[src/rtl/spi_flash_erase.sv]
// spi_flash_erase: WREN then sector/bulk erase to SPI NOR flash (mode 0), with optional WIP polling and timeout.
module spi_flash_erase #(
    parameter int CLK_DIV  = 2,
    parameter int ADDR_W   = 24,
    parameter int CS_GAP   = 4,
    parameter int POLL_EN  = 1,
    parameter int POLL_MAX = 65535
) (
    input  logic              sys_clk,
    input  logic              sys_rst,
    input  logic              start,
    input  logic              mode,
    input  logic [ADDR_W-1:0] addr,
    output logic              busy,
    output logic              done,
    output logic              err,
    output logic              spi_sclk,
    output logic              spi_cs,
    output logic              spi_mosi,
    input  logic              spi_miso
);
    localparam int FW = 8 + ADDR_W;
    localparam int SW = $clog2(2 * FW + 1);
    localparam int MC = (CLK_DIV > CS_GAP) ? CLK_DIV : CS_GAP;
    localparam int CW = $clog2(MC + 1);
    localparam int PW = $clog2(POLL_MAX + 1);
    localparam logic [2:0] IDLE  = 3'd0;
    localparam logic [2:0] WREN  = 3'd1;
    localparam logic [2:0] GAP1  = 3'd2;
    localparam logic [2:0] ERASE = 3'd3;
    localparam logic [2:0] GAP2  = 3'd4;
    localparam logic [2:0] POLL  = 3'd5;
    localparam logic [2:0] PGAP  = 3'd6;
    localparam logic [2:0] DONE  = 3'd7;

    logic [2:0]        state_q, state_d;
    logic [CW-1:0]     cnt_q, cnt_d;
    logic [SW-1:0]     seg_q, seg_d, seg_last;
    logic [FW-1:0]     sh_q, sh_d, erase_word;
    logic [PW-1:0]     pcnt_q, pcnt_d;
    logic [ADDR_W-1:0] addr_q, addr_d;
    logic              mode_q, mode_d, wip_q, wip_d;
    logic              cs_q, cs_d, sclk_q, sclk_d, mosi_q, mosi_d;
    logic              busy_q, busy_d, done_q, done_d, err_q, err_d;
    logic              in_gap, timeout, finish;

    assign busy     = busy_q;
    assign done     = done_q;
    assign err      = err_q;
    assign spi_sclk = sclk_q;
    assign spi_cs   = cs_q;
    assign spi_mosi = mosi_q;

    // Segment k of a frame is one SCLK half-period; 2N segments of clocking plus one trailing CS-hold segment.
    always_comb begin
        state_d    = state_q;
        cnt_d      = cnt_q;
        seg_d      = seg_q;
        sh_d       = sh_q;
        pcnt_d     = pcnt_q;
        addr_d     = addr_q;
        mode_d     = mode_q;
        wip_d      = wip_q;
        cs_d       = cs_q;
        sclk_d     = sclk_q;
        mosi_d     = mosi_q;
        busy_d     = busy_q;
        err_d      = err_q;
        done_d     = 1'b0;
        in_gap     = state_q == GAP1 || state_q == GAP2 || state_q == PGAP;
        seg_last   = state_q == POLL ? SW'(32) : (state_q == ERASE && !mode_q) ? SW'(2 * FW) : SW'(16);
        erase_word = mode_q ? {8'hC7, {ADDR_W{1'b0}}} : {8'hD8, addr_q};
        timeout    = state_q == POLL && wip_q && pcnt_q == PW'(POLL_MAX - 1);
        finish     = state_q == POLL && (!wip_q || timeout);
        case (state_q)
            IDLE: if (start) begin
                state_d = WREN;
                busy_d  = 1'b1;
                err_d   = 1'b0;
                pcnt_d  = '0;
                mode_d  = mode;
                addr_d  = addr;
                cs_d    = 1'b0;
                cnt_d   = '0;
                seg_d   = '0;
                sh_d    = {8'h06, {ADDR_W{1'b0}}};
                mosi_d  = sh_d[FW-1];
            end
            DONE: state_d = IDLE;
            default: begin
                if (in_gap) begin
                    if (cnt_q != CW'(CS_GAP - 1)) cnt_d = cnt_q + CW'(1);
                    else if (state_q == GAP2 && POLL_EN == 0) begin
                        state_d = DONE;
                        busy_d  = 1'b0;
                        done_d  = 1'b1;
                    end else begin
                        state_d = state_q == GAP1 ? ERASE : POLL;
                        sh_d    = state_q == GAP1 ? erase_word : {8'h05, {ADDR_W{1'b0}}};
                        cs_d    = 1'b0;
                        cnt_d   = '0;
                        seg_d   = '0;
                        mosi_d  = sh_d[FW-1];
                    end
                end else if (cnt_q != CW'(CLK_DIV - 1)) cnt_d = cnt_q + CW'(1);
                else if (seg_q != seg_last) begin
                    cnt_d  = '0;
                    seg_d  = seg_q + SW'(1);
                    sclk_d = !seg_q[0];
                    wip_d  = seg_q[0] ? wip_q : spi_miso;
                    sh_d   = seg_q[0] ? sh_q << 1 : sh_q;
                    mosi_d = seg_q[0] ? sh_q[FW-2] : mosi_q;
                end else begin
                    cnt_d   = '0;
                    cs_d    = 1'b1;
                    mosi_d  = 1'b0;
                    pcnt_d  = state_q == POLL ? pcnt_q + PW'(1) : pcnt_q;
                    state_d = state_q == WREN ? GAP1 : state_q == ERASE ? GAP2 : finish ? DONE : PGAP;
                    busy_d  = !finish;
                    done_d  = finish;
                    err_d   = finish ? timeout : err_q;
                end
            end
        endcase
    end

    always_ff @(posedge sys_clk) begin
        if (sys_rst) begin
            state_q <= IDLE;
            cnt_q   <= '0;
            seg_q   <= '0;
            sh_q    <= '0;
            pcnt_q  <= '0;
            addr_q  <= '0;
            mode_q  <= 1'b0;
            wip_q   <= 1'b0;
            cs_q    <= 1'b1;
            sclk_q  <= 1'b0;
            mosi_q  <= 1'b0;
            busy_q  <= 1'b0;
            done_q  <= 1'b0;
            err_q   <= 1'b0;
        end else begin
            state_q <= state_d;
            cnt_q   <= cnt_d;
            seg_q   <= seg_d;
            sh_q    <= sh_d;
            pcnt_q  <= pcnt_d;
            addr_q  <= addr_d;
            mode_q  <= mode_d;
            wip_q   <= wip_d;
            cs_q    <= cs_d;
            sclk_q  <= sclk_d;
            mosi_q  <= mosi_d;
            busy_q  <= busy_d;
            done_q  <= done_d;
            err_q   <= err_d;
        end
    end
endmodule

[config.mk]
export PLATFORM = sky130hd
export DESIGN_NAME = spi_flash_erase
export DESIGN_NICKNAME = d
export VERILOG_FILES = /design/src/rtl/spi_flash_erase.sv
export SDC_FILE = /design/constraint.sdc
export NUM_CORES = 1
export LEC_CHECK = 0
export CAP_MARGIN = 20
export CORE_ASPECT_RATIO = 1.25
export CORE_MARGIN = 3
export CORE_UTILIZATION = 57
export CTS_CLUSTER_SIZE = 12
export DETAILED_ROUTE_END_ITERATION = 8
export GPL_TIMING_DRIVEN = 0
export PLACE_DENSITY = 0.86
export SLEW_MARGIN = 20
export SYNTH_ARGS = -nofsm -noshare
export SYNTH_HDL_FRONTEND = slang
export SYNTH_SLANG_ARGS = --single-unit
export TNS_END_PERCENT = 10
[constraint.sdc]
create_clock -name sys_clk -period 4.7 [get_ports sys_clk]
set_input_delay 1.175 -clock sys_clk [delete_from_list [all_inputs] [get_ports sys_clk]]
set_output_delay 1.175 -clock sys_clk [all_outputs]
set_load 0.01 [all_outputs]
# Word-level counts from Yosys, hierarchy flattened
# Cells that the tools add are included.
[totals]
reg_bits = 92
[op_classes]
add_sub_neg = 3
eq_ne = 22
muxes = 60
bitwise = 5
n_reduce_logical = 30
[ops]
columns = ["operator", "n"]
rows = [
  ["$mux 31", 6],
  ["$mux 16", 5],
  ["$pmux 31 s2", 1],
  ["$mux 7", 7],
  ["$mux 3", 11],
  ["$mux 32", 1],
  ["$pmux 16 s2", 1],
  ["$mux 29", 1],
  ["$reduce_and 5->1", 5],
  ["$mux 1", 19],
  ["$reduce_and 6->1", 3],
  ["$add 16x1->16 const B", 1],
  ["$eq 16x16->1 const B", 1],
  ["$pmux 7 s2", 1],
  ["$eq 3x3->1 const B", 4],
  ["$ne 3x2->1 const B", 4],
  ["$ne 4x2->1 const B", 3],
  ["$pmux 3 s2", 2],
  ["$pmux 1 s2", 4],
  ["$reduce_and 4->1", 2],
  ["$add 7x1->7 const B", 1],
  ["$ne 7x7->1", 1],
  ["$eq 3x2->1 const B", 2],
  ["$ne 2x1->1 const B", 3],
  ["16 further kinds", 31],
]

# Longest topological paths before layout
[logic_depth]
depth_word = 12
ltp_mapped = 9
ltp_nobuf = 7

# Worst setup path before layout
# No wires, ideal clock.
[synth_path]
kind = "input-to-reg"
from = "input start"
to = "register pcnt_q[14]"
arrival_time_ns = 2.549
slack_ns = 2.081
path_stages = 6
n_path_buf = 1
cell_sequence = "or3b_1 -> a21oi_2 -> o21ai_2 -> buf_6 -> or4_1 -> a21oi_1"
[synth_via]
elab_chain_len = 2
[synth_lines]
columns = ["item", "line_no", "source"]
rows = [
  ["start: declaration", "11", "input logic start,"],
  ["$ne 2x2->1 (no source line)", "n/a", ""],
  ["$reduce_and 6->1 (no source line)", "n/a", ""],
  ["end signal: assignment", "148", "pcnt_q <= pcnt_d;"],
  ["end: declaration", "40", "logic [PW-1:0] pcnt_q, pcnt_d;"],
]
# No other way between the ends.
# A chain may end at the register's enable or synchronous reset.

# Final worst setup path
# Same ends and word-level chain as after synthesis.

==> run metrics <==
run status=finished, final reports clean; Net count, final=661; ys async rst share=0%; CP startpoint=start; share of the synthesized area in the top cell type=around two fifths; Seq cells post-synth=92; GR Overflow Total=0; global-route wire length before repair=19,600 um; IO Port Bufs=33; Vias/cell=slightly above 6; multi-input logic area=around 0.0026 mm2; Post-synth top flop=dfxtp_1; MaxCap Viol Count=0; Worst Hold Class=reg -> reg; Max IR drop VDD=~0.21 mV; DIE AREA=between 0.009 and 0.01 mm2; Hold Slack=0.462 ns; CTS resizes=0; Post-CTS Setup Repair Bufs=0; fmax=302 MHz; Post-Syn Area=0.00469 mm2; setup violators final=0; largest net degree at the start of global routing=19; Arr. time, crit path=3.55 ns; HP Start=addr_q[12]; Avg Cell Area, Syn=slightly above 8 um2; CP Launch Type=input pin; area leader, netlist=dfxtp_1; Layout fillers=~620; clk sinks=92; vias in the first global route=4,240; gr usage total=26.0%; drt wl/cell=16.0 um; storage element area=around 0.0018 mm2; Seq/Total Area, Yosys=between 30% and 40%; PD cells=between 300 and 400 mW/mm2; synth top area cells=dfxtp_1, nand2_1, mux2i_1, a21oi_1, a22o_1; clock root cell=clkbuf_8; Initial Util=59.4%; H-tree Lvls=3; WP data required=between 4 and 5 ns; RSZ-0062 raised after global routing=false; IO Count=35; Pre-antenna DRT Iters=5; Final Hold Viols=0; Placed Instances=707; YS warnings=0; P&R area growth vs syn=14.4%; syn nets=617; global placement routability congestion=about 0.93; Slew @ Worst Pin=0.722 ns; via count=about 4,500; n_diodes=0; Post-synth EDFFs=0; Setup TNS Final=0 ns; Rows=36; Clk Latency, worst-skew pair=0.37 ns; CTS Hold Buffers Added=0; most frequent cell after synthesis=nand2_1; final core occ=68.0%; Setup CP Type=in -> reg; Die Span Y=~110 um; DP Area=between 0.005 and 0.006 mm2; Slew HR=51.5%; CTS tree=built; detailed placement HPWL=~8300 um; initial antenna violation count=0; synth cell count leaders=nand2_1, dfxtp_1, a21oi_1; die width=87.1 um; CP Max Fanout=10; Final Skew=0.0117 ns; # DRC=0; Syn Inst Count=579; pins over their slew limit=0; CTS Buffer Depth=2; final instance area=between 0.005 and 0.006 mm2; Final period util=70.4%; Num CTS Buffers=9; Iteration-0 DRC Markers=377; post-synthesis cell type count=a little under 60; fin crit period=around 3.3 ns; worst r2r src=state_q[1]; Post-Layout Cell Count=around 720; antenna-violating nets left=0; core box area=roughly 0.0079 mm2; Leak Pwr=0.00192 uW; total wire length=11,600 um; Worst setup EP type=register; Reg clk slew, reported paths=~0.1 ns; layout cells sized above 1=about 6.2%
==> cell families (layout without fill, tap and decap cells) <==
family	Yosys count	in the layout	synth area share, %
xor gates and xnor gates	3	3	0.561
AOI/OAI and AO/OA	128	128	19.2
and+or+nand+nor	249	249	25.2
muxes	35	35	7.50
adders and majority gates	9	9	2.40
DFF	92	92	39.3
buffers and inverters	63	112	5.90
==> cell type report <==
cell class                 instances  area share (%)
sequential                        92            34.4
clock buffer                       9            2.31
multi-input combinational        424            48.0
clock inverter                     7            1.77
timing repair buffer              33            6.16
buffer                            46            3.97
inverter                          17            1.19
tap                               95            2.22
==> sequential cells by signal, summed over array words and instances, names as in the netlist <==
register,count
addr_q,24
busy,1
cnt_q,3
done,1
err,1
mode_q,1
pcnt_q,16
seg_q,7
sh_q,31
spi_cs,1
spi_mosi,1
spi_sclk,1
state_q,3
wip_q,1
==> per-stage QoR <==
stage               setup slack [ns]  total power, uW
finish                          1.39             1730
global route                    1.27             1800
CTS                             1.40             1730
detailed placement              1.08             1160
global placement                1.15             1150
floorplan                       2.08             1060
==> critical path: stages <==
cell and delay, ns:
clkdlybuf4s50_1 0.63, or3b_1 0.41, a21oi_2 0.27, o21ai_2 0.19, buf_6 0.19, clkbuf_1 0.23, o31ai_1 0.33, a21oi_1 0.10
==> layer usage <==
metal | GRT usage, % | up-vias | routed length, um
li1 | - | 2153 | -
met1 | 32.1 | 2084 | 4750
met2 | 44.0 | 190 | 5770
met3 | 4.36 | 30 | 743
met4 | 11.2 | 0 | 307
met5 | 0 | - | 0
==> final timing paths <==
check	depth (start not counted)	to	slack (ns)
max	8	pcnt_q[14]	1.39
min	2	addr_q[12]	0.46
max reg2reg	8	addr_q[16]	2.21
min reg2reg	2	addr_q[12]	0.46
==> cells in the final DEF (no fill, tap or decap), types with 4 or more instances in the layout <==
cell / n
nor3_1: 8
nand3_1: 24
mux2i_1: 34
nand2_1: 134
buf_2: 8
o2111ai_1: 4
dfxtp_1: 92
nand4_1: 8
or3_1: 5
nor2b_1: 5
a31oi_1: 5
a22o_1: 25
nand2b_1: 4
clkbuf_8: 9
or4_1: 16
clkdlybuf4s50_1: 33
o21ai_0: 10
o31ai_1: 10
and2_1: 4
a21oi_1: 48
clkbuf_1: 29
nor2_1: 21
ha_1: 9
inv_1: 16
buf_4: 4
==> power breakdown <==
| group | total [uW] | internal (uW) | switching, uW |
|---|---|---|---|
| Clock | 578 | 262 | 317 |
| Sequential | 834 | 812 | 22.5 |
| Combinational | 313 | 123 | 190 |
| Total | 1730 | 1200 | 529 |
(Power assumes the default switching activity.)
